### src/rtl/conv_weight_loader.sv
// conv_weight_loader
//   Programs one conv layer's weight store. On start it streams NUM_WORDS
//   16-bit words from a fixed-latency read-only weight memory onto the
//   layer's weight write port. When the last word has been written it pulses
//   done and raises layer_ready.
//
//   Optional feature, enabled by defining WEIGHT_LOADER_CHECKSUM_EN:
//     - adds the input expected_sum[15:0] and the output sum_err;
//     - keeps a 16-bit wraparound sum of the written words;
//     - on a checksum mismatch, sum_err is raised and layer_ready is withheld.
//
//   State sequence: IDLE -> ISSUE -> DRAIN -> IDLE.
//   The current state is visible on dbg_state.
//
//   Handshake semantics: this block has no backpressure on either side.
//     - mem_rd_en is a one-cycle read strobe.
//       Its data is captured exactly READ_LATENCY cycles later.
//     - weight_wr_en is a one-cycle write strobe.
//       weight_wr_addr and weight_wr_data are valid only while it is high.
//     - hold only gates the issue of new reads.
//       Reads already in flight always complete and are written.
module conv_weight_loader #(
  parameter int unsigned NUM_WORDS     = 78,
  parameter int unsigned SRC_BASE_ADDR = 0,
  parameter int unsigned DST_BASE_ADDR = 0,
  parameter int unsigned READ_LATENCY  = 2
) (
  input  logic        clk,
  input  logic        rst,
  input  logic        start,
  input  logic        hold,
  output logic        mem_rd_en,
  output logic [31:0] mem_rd_addr,
  input  logic [15:0] mem_rd_data,
  output logic [15:0] weight_wr_data,
  output logic [31:0] weight_wr_addr,
  output logic        weight_wr_en,
  output logic        busy,
  output logic        done,
  output logic        layer_ready,
`ifdef WEIGHT_LOADER_CHECKSUM_EN
  input  logic [15:0] expected_sum,
  output logic        sum_err,
`endif
  output logic [1:0]  dbg_state
);

  localparam logic [31:0] LAST_IDX = 32'(NUM_WORDS - 1);
  localparam logic [31:0] SRC_BASE = 32'(SRC_BASE_ADDR);
  localparam logic [31:0] DST_BASE = 32'(DST_BASE_ADDR);

  typedef enum logic [1:0] {
    S_IDLE  = 2'd0,
    S_ISSUE = 2'd1,
    S_DRAIN = 2'd2
  } state_t;

  state_t r_state;
  state_t w_next_state;

  logic [31:0]             r_issue_cnt;
  logic [31:0]             r_wr_cnt;
  logic [READ_LATENCY-1:0] r_vpipe;
  logic                    r_wr_en;
  logic [15:0]             r_wr_data;
  logic [31:0]             r_wr_addr;
  logic                    r_done;
  logic                    r_layer_ready;

  logic w_start_acc;
  logic w_rd_fire;
  logic w_tap;
  logic w_issue_last;
  logic w_wr_last;
  logic w_sum_ok;

  // A start request is honoured only from IDLE; otherwise it is silently dropped.
  assign w_start_acc  = (r_state == S_IDLE) && start;
  assign w_rd_fire    = (r_state == S_ISSUE) && !hold;
  assign w_tap        = r_vpipe[READ_LATENCY-1];
  assign w_issue_last = (r_issue_cnt == LAST_IDX);
  // The last write can only happen in DRAIN.
  // The final read always precedes its write by READ_LATENCY+1 cycles.
  assign w_wr_last    = (r_state == S_DRAIN) && w_tap && (r_wr_cnt == LAST_IDX);

  // State register
  always_ff @(posedge clk) begin
    if (rst) begin
      r_state <= S_IDLE;
    end else begin
      r_state <= w_next_state;
    end
  end

  // Next-state logic
  always_comb begin
    w_next_state = r_state;
    case (r_state)
      S_IDLE: begin
        if (start) begin
          w_next_state = S_ISSUE;
        end
      end
      S_ISSUE: begin
        if (w_rd_fire && w_issue_last) begin
          w_next_state = S_DRAIN;
        end
      end
      S_DRAIN: begin
        if (w_wr_last) begin
          w_next_state = S_IDLE;
        end
      end
      default: w_next_state = S_IDLE;
    endcase
  end

  // Outputs decoded from state: read strobe/address, busy, debug state
  always_comb begin
    mem_rd_en   = w_rd_fire;
    mem_rd_addr = SRC_BASE + r_issue_cnt;
    busy        = (r_state != S_IDLE);
    dbg_state   = r_state;
  end

  // Read issue counter: cleared on accepted start, advances per issued read
  always_ff @(posedge clk) begin
    if (rst) begin
      r_issue_cnt <= '0;
    end else if (w_start_acc) begin
      r_issue_cnt <= '0;
    end else if (w_rd_fire) begin
      r_issue_cnt <= r_issue_cnt + 32'd1;
    end
  end

  // Return-path valid pipe.
  // Its tap lines up with mem_rd_data of the matching read.
  generate
    if (READ_LATENCY == 1) begin : g_pipe_one
      // Single-stage valid pipe
      always_ff @(posedge clk) begin
        if (rst) begin
          r_vpipe <= '0;
        end else begin
          r_vpipe <= w_rd_fire;
        end
      end
    end else begin : g_pipe_multi
      // Multi-stage valid shift register
      always_ff @(posedge clk) begin
        if (rst) begin
          r_vpipe <= '0;
        end else begin
          r_vpipe <= {r_vpipe[READ_LATENCY-2:0], w_rd_fire};
        end
      end
    end
  endgenerate

  // Write port register.
  // It captures returned data and stamps the destination address.
  always_ff @(posedge clk) begin
    if (rst) begin
      r_wr_en   <= 1'b0;
      r_wr_data <= '0;
      r_wr_addr <= '0;
      r_wr_cnt  <= '0;
    end else begin
      r_wr_en <= w_tap;
      if (w_start_acc) begin
        r_wr_cnt <= '0;
      end else if (w_tap) begin
        r_wr_data <= mem_rd_data;
        r_wr_addr <= DST_BASE + r_wr_cnt;
        r_wr_cnt  <= r_wr_cnt + 32'd1;
      end
    end
  end

  // Completion pulse and ready level.
  // A start arriving on the completing edge sees DRAIN and is ignored.
  always_ff @(posedge clk) begin
    if (rst) begin
      r_done        <= 1'b0;
      r_layer_ready <= 1'b0;
    end else begin
      r_done <= w_wr_last;
      if (w_start_acc) begin
        r_layer_ready <= 1'b0;
      end else if (w_wr_last && w_sum_ok) begin
        r_layer_ready <= 1'b1;
      end
    end
  end

`ifdef WEIGHT_LOADER_CHECKSUM_EN
  logic [15:0] r_sum;
  logic [15:0] r_exp_sum;
  logic        r_sum_err;
  logic [15:0] w_sum_next;

  // The final word is folded in combinationally.
  // This lets the verdict land on the completing edge.
  assign w_sum_next = r_sum + mem_rd_data;
  assign w_sum_ok   = (w_sum_next == r_exp_sum);
  assign sum_err    = r_sum_err;

  // Running checksum of written words.
  // expected_sum is captured on start; the error flag is held until the next start.
  always_ff @(posedge clk) begin
    if (rst) begin
      r_sum     <= '0;
      r_exp_sum <= '0;
      r_sum_err <= 1'b0;
    end else if (w_start_acc) begin
      r_sum     <= '0;
      r_exp_sum <= expected_sum;
      r_sum_err <= 1'b0;
    end else if (w_tap) begin
      r_sum <= w_sum_next;
      if (w_wr_last) begin
        r_sum_err <= !w_sum_ok;
      end
    end
  end
`else
  assign w_sum_ok = 1'b1;
`endif

  assign weight_wr_en   = r_wr_en;
  assign weight_wr_data = r_wr_data;
  assign weight_wr_addr = r_wr_addr;
  assign done           = r_done;
  assign layer_ready    = r_layer_ready;

endmodule

### config.mk
export PLATFORM = sky130hd
export DESIGN_NAME = conv_weight_loader
export DESIGN_NICKNAME = d
export VERILOG_FILES = /design/src/rtl/conv_weight_loader.sv
export SDC_FILE = /design/constraint.sdc
export NUM_CORES = 1
export LEC_CHECK = 0
export ABC_AREA = 1
export ABC_CLOCK_PERIOD_IN_PS = 4250
export BUFFER_PORTS_ARGS = -buffer_cell sky130_fd_sc_hd__buf_2
export CAP_MARGIN = 25
export CORE_MARGIN = 1.5
export CORE_UTILIZATION = 62
export CTS_BUF_LIST = sky130_fd_sc_hd__clkbuf_4
export CTS_CLUSTER_SIZE = 24
export DETAILED_ROUTE_END_ITERATION = 8
export MAX_ROUTING_LAYER = met4
export PLACE_DENSITY = 0.86
export SLEW_MARGIN = 20
export SYNTH_ARGS = -nofsm -noshare
export SYNTH_HDL_FRONTEND = slang
export SYNTH_SLANG_ARGS = --single-unit
export TNS_END_PERCENT = 50
### constraint.sdc
create_clock -name clk -period 4.25 [get_ports clk]
set_input_delay 0 -clock clk [delete_from_list [all_inputs] [get_ports clk]]
set_output_delay 0 -clock clk [all_outputs]
set_load 0.02 [all_outputs]
==> impl.org, run 1 <==
** Die
- Core box area :: 0.009153 mm^2
- Floorplan die height :: 99.81 um
- In this run the count of I/O pins placed on the die edge is 107.
- For this configuration, the core starts out at a cell density of 63.49%.
- From left edge to right edge, the die measures 99.81 um.
- Row generation in the floorplan step produced 35 rows.
- The floorplan step defined a die boundary enclosing 0.009962 mm^2.

** Worst setup path
- The setup path with the least slack is of type reg -> reg.
- The worst setup path is captured at a flop.
- Data arrives at the worst endpoint at 2.69 ns.
- Worst-case register-to-register setup slack :: 2.02 ns
- Of all nets on the critical path, the largest fanout is 42.
- STA classifies the critical path startpoint as a flop.
- Required arrival time at the worst endpoint :: 4.72 ns

** Logic synthesis
- A synthesized cell averages 6.618 um^2.
- In this run, synthesis produced a sequential element count of 119.
- Counting flops with an async set or reset pin after synthesis yields a share of 0%.
- The synthesized netlist contains 38 unique library cells.
- When the netlist entered floorplanning its net count stood at 902.
- Portion of synthesized cell area occupied by the leading cell type :: 41.00%
- Post-synthesis instance area :: 0.005811 mm^2
- Most instantiated flip-flop cell in the synthesis netlist :: dfxtp_1
- The Yosys step of the flow raised 0 warnings.
- Sequential elements use 41.00% of the synthesized area.
- Cell accounting for the most synthesized area :: dfxtp_1
- The synthesized design contains 0 enable-type register cells.
- Synth top area cells :: dfxtp_1 41%, nor2_1 12%, nand2_1 12%
- The cell count after synthesis came out at 878.

** Layout
- The finished cells cover 0.006845 mm^2.
- Cells with a size suffix above 1 make up 16.95% of the layout.
- Commonest non-fill, non-tap cell in the layout :: nor2_1
- Net count, final :: 1,020
- At the end of the flow the core is filled with cells to 74.79%.
- In the layout the commonest cells are 189 x nor2_1, 182 x nand2_1, 119 x dfxtp_1.
- Area Overhead vs Synth :: 17.81%

** Job
- The tool flagged a number of max-cap violations equal to 0.

** STA
- Final count of hold timing violations :: 0
- Setup skew after layout :: 0.02139 ns
- After layout, the worst setup slack is 2.024 ns.
- Normalized max-slew margin :: 54.89%
- Setup violations remaining at the end of the flow were counted as 0.
- For the final routed database, the setup TNS stands at 0 ns.
- RSZ-0062 raised after global routing :: no
- At the pin with the least slew margin, the transition time is 0.6750 ns.
- Tcrit/Tclk final :: 52.38%
- For this run, the top clock speed supported by timing is 449.2 MHz.
- The clock period could shrink to 2.226 ns.
- Number of slew-limit violations in the final report :: 0

** Power and ir drop
- Dividing total power by cell area gives a power density of 298.5 mW/mm^2.
- P_leak :: 2.783 nW
- VDD IR-drop max :: 0.2406 mV

** Placement
- OpenSTA, run right after detailed placement, puts the worst setup slack at 1.855 ns.
- Placed Area :: 0.006345 mm^2
- Summed over all nets, the half-perimeter wirelength after detailed placement is 11,080 um.
- Buffers on Ports :: 106
- Placer's final routability congestion estimate :: 0.9723

** Route
- For this block, the via count after detailed routing is 6,188.
- WL final :: 15,630 um
- DRC violation total after the first TritonRoute iteration :: 390
- The pre-antenna-repair detailed-routing pass consisted of 5 iterations.
- # DRC :: 0
- Dividing the detail-routed wire length by the instance count gives 13.94 um.
- After detailed routing, the number of vias per cell comes to 5.520.
- Antenna violation net count after detailed routing :: 0

** Clocking
- Post-CTS timing repair inserted 0 buffers for setup.
- Clock-pin slew on the worst setup and hold paths :: 0.14 ns
- Buffers inserted during clock tree synthesis total 17.
- In this run the clock root is driven by a clkbuf_4.
- The H-tree generated during clock tree synthesis spans 4 levels.
- Clock tree from TritonCTS :: done
- Buffer depth of the longest clock path :: 2
- Clock tree synthesis found a total of 119 sinks.
- The later pin in the worst-skew pair is clocked with a latency of 0.53 ns.

** GRT
- GRT Resource Usage Total :: 32.61%
- The via count of the first global-routing pass came to 5,296.
- Largest net degree at the start of global routing :: 73
- Initial antenna violation count :: 1
- Global routing finished with a remaining overflow of 0.
- Wire length of the first global-routing pass :: 25,100 um

** Min path
- Worst min path class :: in -> reg

** Outcome
- Outcome :: finished, final reports clean
## per-layer routing
layer / GRT usage [%] / vias to the layer above / share of wire (%)
met1: 46.25 / 2808 / 47
met5: - / - / 0
met2: 47.36 / 276 / 44
met3: 5.780 / 25 / 8.3
met4: 10.51 / 0 / 1.7
li1: - / 3079 / -
## registers in the layout (all words and copies together), names as in the netlist
name	cells
r_vpipe	2
layer_ready	1
weight_wr_en	1
weight_wr_data	16
dbg_state	2
r_issue_cnt	32
done	1
weight_wr_addr	32
r_wr_cnt	32
## layout make-up
type / instances / area, um^2
Inverter: 94 / 352.8
Clock inverter: 15 / 152.6
Tap cell: 111 / 138.9
Sequential cell: 119 / 2382
Multi-Input combinational cell: 637 / 2933
Antenna cell: 1 / 2.502
Timing Repair Buffer: 127 / 755.7
Clock buffer: 17 / 127.6
Fill cell: 757 / 2307
## synth_stat cells (3+ instances only)
cell and instances:
nor2_2 10, a21oi_1 59, o21ai_0 65, nor2_4 4, nand3_1 41, buf_2 10, nor3_1 22, buf_4 3
nor2_1 189, clkbuf_2 3, ha_1 4, nor4_1 6, nand4_1 23, inv_1 90, nand2_1 182, inv_2 4
dfxtp_1 119, clkbuf_1 11, nand3_2 3, nor3b_1 4, xor2_1 7
## timing repair
action	in CTS	in global routing
gates resized for setup	0	0
setup endpoints to repair	0	0
endpoints found under the hold margin	34	0
hold buffers	19	0
## cell families (layout without fill, tap and decap cells)
kind of cell	after synthesis	count (layout)	share of synthesized area, %
AOI/OAI and AO/OA	131	131	11.56
adders and majority gates	4	4	0.8614
xor gates and xnor gates	8	8	1.206
and+or+nand+nor	494	494	36.84
other	0	1	0
DFF	119	119	41.00
buffers and inverters	122	253	8.527
## final timing paths
check                           startpoint                 end  depth (start not counted)
worst min-delay path                 start         r_wr_cnt[3]                          5
worst max-delay path            r_vpipe[1]  weight_wr_addr[23]                          5
worst min register to register  r_vpipe[0]          r_vpipe[1]                          2
worst max register to register  r_vpipe[1]  weight_wr_addr[23]                          5
## through the flow
step	instances	total power, mW	hold WS (ns)
global placement	1068	1.257	0.2569
finish	1121	2.044	0.1617
CTS	1119	2.050	0.1326
floorplan	878	1.228	0.1666
global route	1121	2.119	0.1672
detailed placement	1068	1.259	0.2617
## where the power goes
part	switching, mW	leakage [nW]	internal (mW)	total [mW]
combinational	0.0751	1.68	0.0431	0.118
sequential	0.00786	0.960	1.13	1.13
clock	0.526	0.143	0.265	0.791
## worst max-delay path: stages, from the launching register on
cell and delay [ns]:
dfxtp_1 0.56, nand2_1 0.49, inv_2 0.60, buf_16 0.25, o21ai_0 0.09, a21oi_1 0.16
Power figures use the tool's default switching activity.
==> run 2: changes to the inputs <==
--- a/config.mk
+++ b/config.mk
@@ -6,16 +6,16 @@
 export NUM_CORES = 1
 export LEC_CHECK = 0
 export ABC_AREA = 1
-export ABC_CLOCK_PERIOD_IN_PS = 4250
+export ABC_CLOCK_PERIOD_IN_PS = 1800
 export BUFFER_PORTS_ARGS = -buffer_cell sky130_fd_sc_hd__buf_2
 export CAP_MARGIN = 25
 export CORE_MARGIN = 1.5
-export CORE_UTILIZATION = 62
+export CORE_UTILIZATION = 52
 export CTS_BUF_LIST = sky130_fd_sc_hd__clkbuf_4
 export CTS_CLUSTER_SIZE = 24
 export DETAILED_ROUTE_END_ITERATION = 8
 export MAX_ROUTING_LAYER = met4
-export PLACE_DENSITY = 0.86
+export PLACE_DENSITY = 0.76
 export SLEW_MARGIN = 20
 export SYNTH_ARGS = -nofsm -noshare
 export SYNTH_HDL_FRONTEND = slang
==> constraint.sdc (replaced) <==
create_clock -name clk -period 1.8 [get_ports clk]
set_input_delay 0 -clock clk [delete_from_list [all_inputs] [get_ports clk]]
set_output_delay 0 -clock clk [all_outputs]
set_load 0.02 [all_outputs]
==> impl.org, run 2 (synthesis results as in run 1) <==
** Outcome
- Outcome :: finished, final reports clean

** Layout
- In the layout the commonest cells are 187 x nor2_1, 182 x nand2_1, 117 x dfxtp_1.
- Cells with a size suffix above 1 make up 18.91% of the layout.
- Area Overhead vs Synth :: 21.45%
- The number of antenna diodes in the final layout is 0.
- Commonest non-fill, non-tap cell in the layout :: nor2_1
- Net count, final :: 1,042

** STA
- Number of slew-limit violations in the final report :: 0
- Tcrit/Tclk final :: 93.07%
- Hold is met by 0.2279 ns.
- Peak clock frequency supported by timing :: 596.9 MHz
- RSZ-0062 raised after global routing :: yes
- Slew at the pin closest to its max-slew limit :: 0.4063 ns
- Minimum period implied by the final worst setup slack :: 1.675 ns
- Across all setup checks in the final design, the least slack found is 0.1247 ns.
- Final Setup Violations :: 0
- Final count of hold timing violations :: 0
- Setup skew after layout :: 0.01939 ns
- Normalized max-slew margin :: 72.67%

** Clocking
- Number of CTS-inserted buffers :: 17
- Number of clock sinks seen by CTS :: 119
- The H-tree generated during clock tree synthesis spans 4 levels.
- Buffers inserted during post-CTS setup optimization :: 0
- Clock insertion delay at the later pin of the skew report :: 0.56 ns
- Clock-pin slew was measured on the worst setup and hold paths at 0.11 ns.
- Clock tree from TritonCTS :: done
- Root Buffer Master :: clkbuf_4
- Buffer depth of the longest clock path :: 2

** Die
- Die Footprint :: 0.01182 mm^2
- X dimension of the die :: 108.7 um
- The initial utilization of the core area, before any placement, comes to 53.37%.
- 107 I/O pins were placed.
- The floorplan step defined a core boundary enclosing 0.01089 mm^2.
- The initialized floorplan defines 38 standard-cell rows.
- Floorplan die height :: 108.7 um

** GRT
- Initial antenna violation count :: 0
- Entering global routing, the biggest net connects 48 pins.
- Wire length of the first global-routing pass :: 25,500 um
- Final global-route overflow total :: 0
- The via count of the first global-routing pass was 5,232.
- GRT Resource Usage Total :: 28.54%

** Worst setup path
- Type of origin of the critical path :: flop
- Data arrives at the worst endpoint at 1.68 ns.
- At the worst endpoint, the required time is 1.80 ns.
- Of all nets on the critical path, the largest fanout is 12.
- Setup crit end kind :: output port
- Classification of the worst setup path :: reg -> out

** Route
- The first detailed-routing pass took 6 iterations.
- Antenna violation net count after detailed routing :: 0
- In the final routed layout, each cell accounts on average for 13.75 um.
- After detailed routing, the number of vias per cell comes to 5.235.
- # DRC :: 0
- For this block, the initial DRC count from the detailed router was 523.
- Count of vias placed by the detailed router :: 6,130
- Summed over all layers, the routed wires come to 16,100 um.

** Power and ir drop
- Net switching power :: 1.298 mW
- In this run the static leakage power is 2.881 nW.
- Combinational cell fraction of total power :: 6.1%
- Sw frac :: 26.52%
- VDD IR-drop max :: 0.5641 mV
- Per report_power, the sequential group accounts for 54.7% of the total.
- Post-route total power :: 4.893 mW
- Power spread over the standard cell area amounts to 693.4 mW/mm^2.
- The share of total power dissipated in the clock network is 39.2%.
- The internal portion of the total power is 3.596 mW.

** Placement
- Placer's final routability congestion estimate :: 1.030
- Summed over all nets, the half-perimeter wirelength after detailed placement is 11,650 um.
- Buffers on Ports :: 106
- Minimum setup slack after placement :: 0.1120 ns

** Job
- Max-cap check violation count :: 0

** Min path
- The min-delay analysis places its worst path in the category in -> reg.
## run 2: layout make-up
type / instances / area, um^2
fill: 1020 / 3831
multi-input combinational: 637 / 2950
sequential: 119 / 2385
timing repair buffer: 149 / 913.4
inverter: 94 / 352.8
tap: 140 / 175.2
clock inverter: 15 / 152.6
clock buffer: 17 / 127.6
## run 2: worst paths after layout
| kind | startpoint | to | cells after the start | slack, ns |
|---|---|---|---|---|
| max | dbg_state[0] | mem_rd_en | 4 | 0.12 |
| min | mem_rd_data[8] | weight_wr_data[8] | 4 | 0.23 |
| max reg2reg | dbg_state[0] | r_issue_cnt[21] | 7 | 0.16 |
| min reg2reg | r_vpipe[0] | r_vpipe[1] | 2 | 0.43 |
## run 2: metrics by stage
stage	utilization (%)	instances	TNS, ns	instance area, um^2
6_report	64.81	1171	0	7057
4_1_cts	64.63	1171	0	7037
2_1_floorplan	-	878	0	5811
5_1_grt	64.81	1171	-0.09775	7057
3_5_place_dp	60.31	1120	0	6566
3_3_place_gp	60.31	1120	0	6566
## run 2: routing by layer
metal  vias to the layer above  wire length [um]  GRT usage, %
li1                       3110                 -             -
met1                      2740              7436         38.95
met2                       245              7068         41.24
met3                        35              1307         6.754
met4                         0               289         9.868
met5                         -                 0             -
## run 2: what timing repair did
item                                    in CTS  in global routing
gates resized for setup                      0                  7
endpoints found under the hold margin       41                  0
endpoints found under the setup margin       0                  9
hold buffers                                19                  0
## run 2: worst max-delay path, cell delays in order (launching register included)
cell and delay (ns):
dfxtp_1 0.45, nand2_1 0.14, nor2_4 0.15, buf_4 0.20, buf_2 0.18
## run 2: power groups by stage
stage,sequential (mW),clock (mW),combinational (mW)
after floorplan,2.77,0,0.134
final,2.67,1.92,0.298
after detailed placement,2.73,0,0.261
after global routing,2.68,2.07,0.329
after global placement,2.73,0,0.259
after CTS,2.67,1.95,0.295
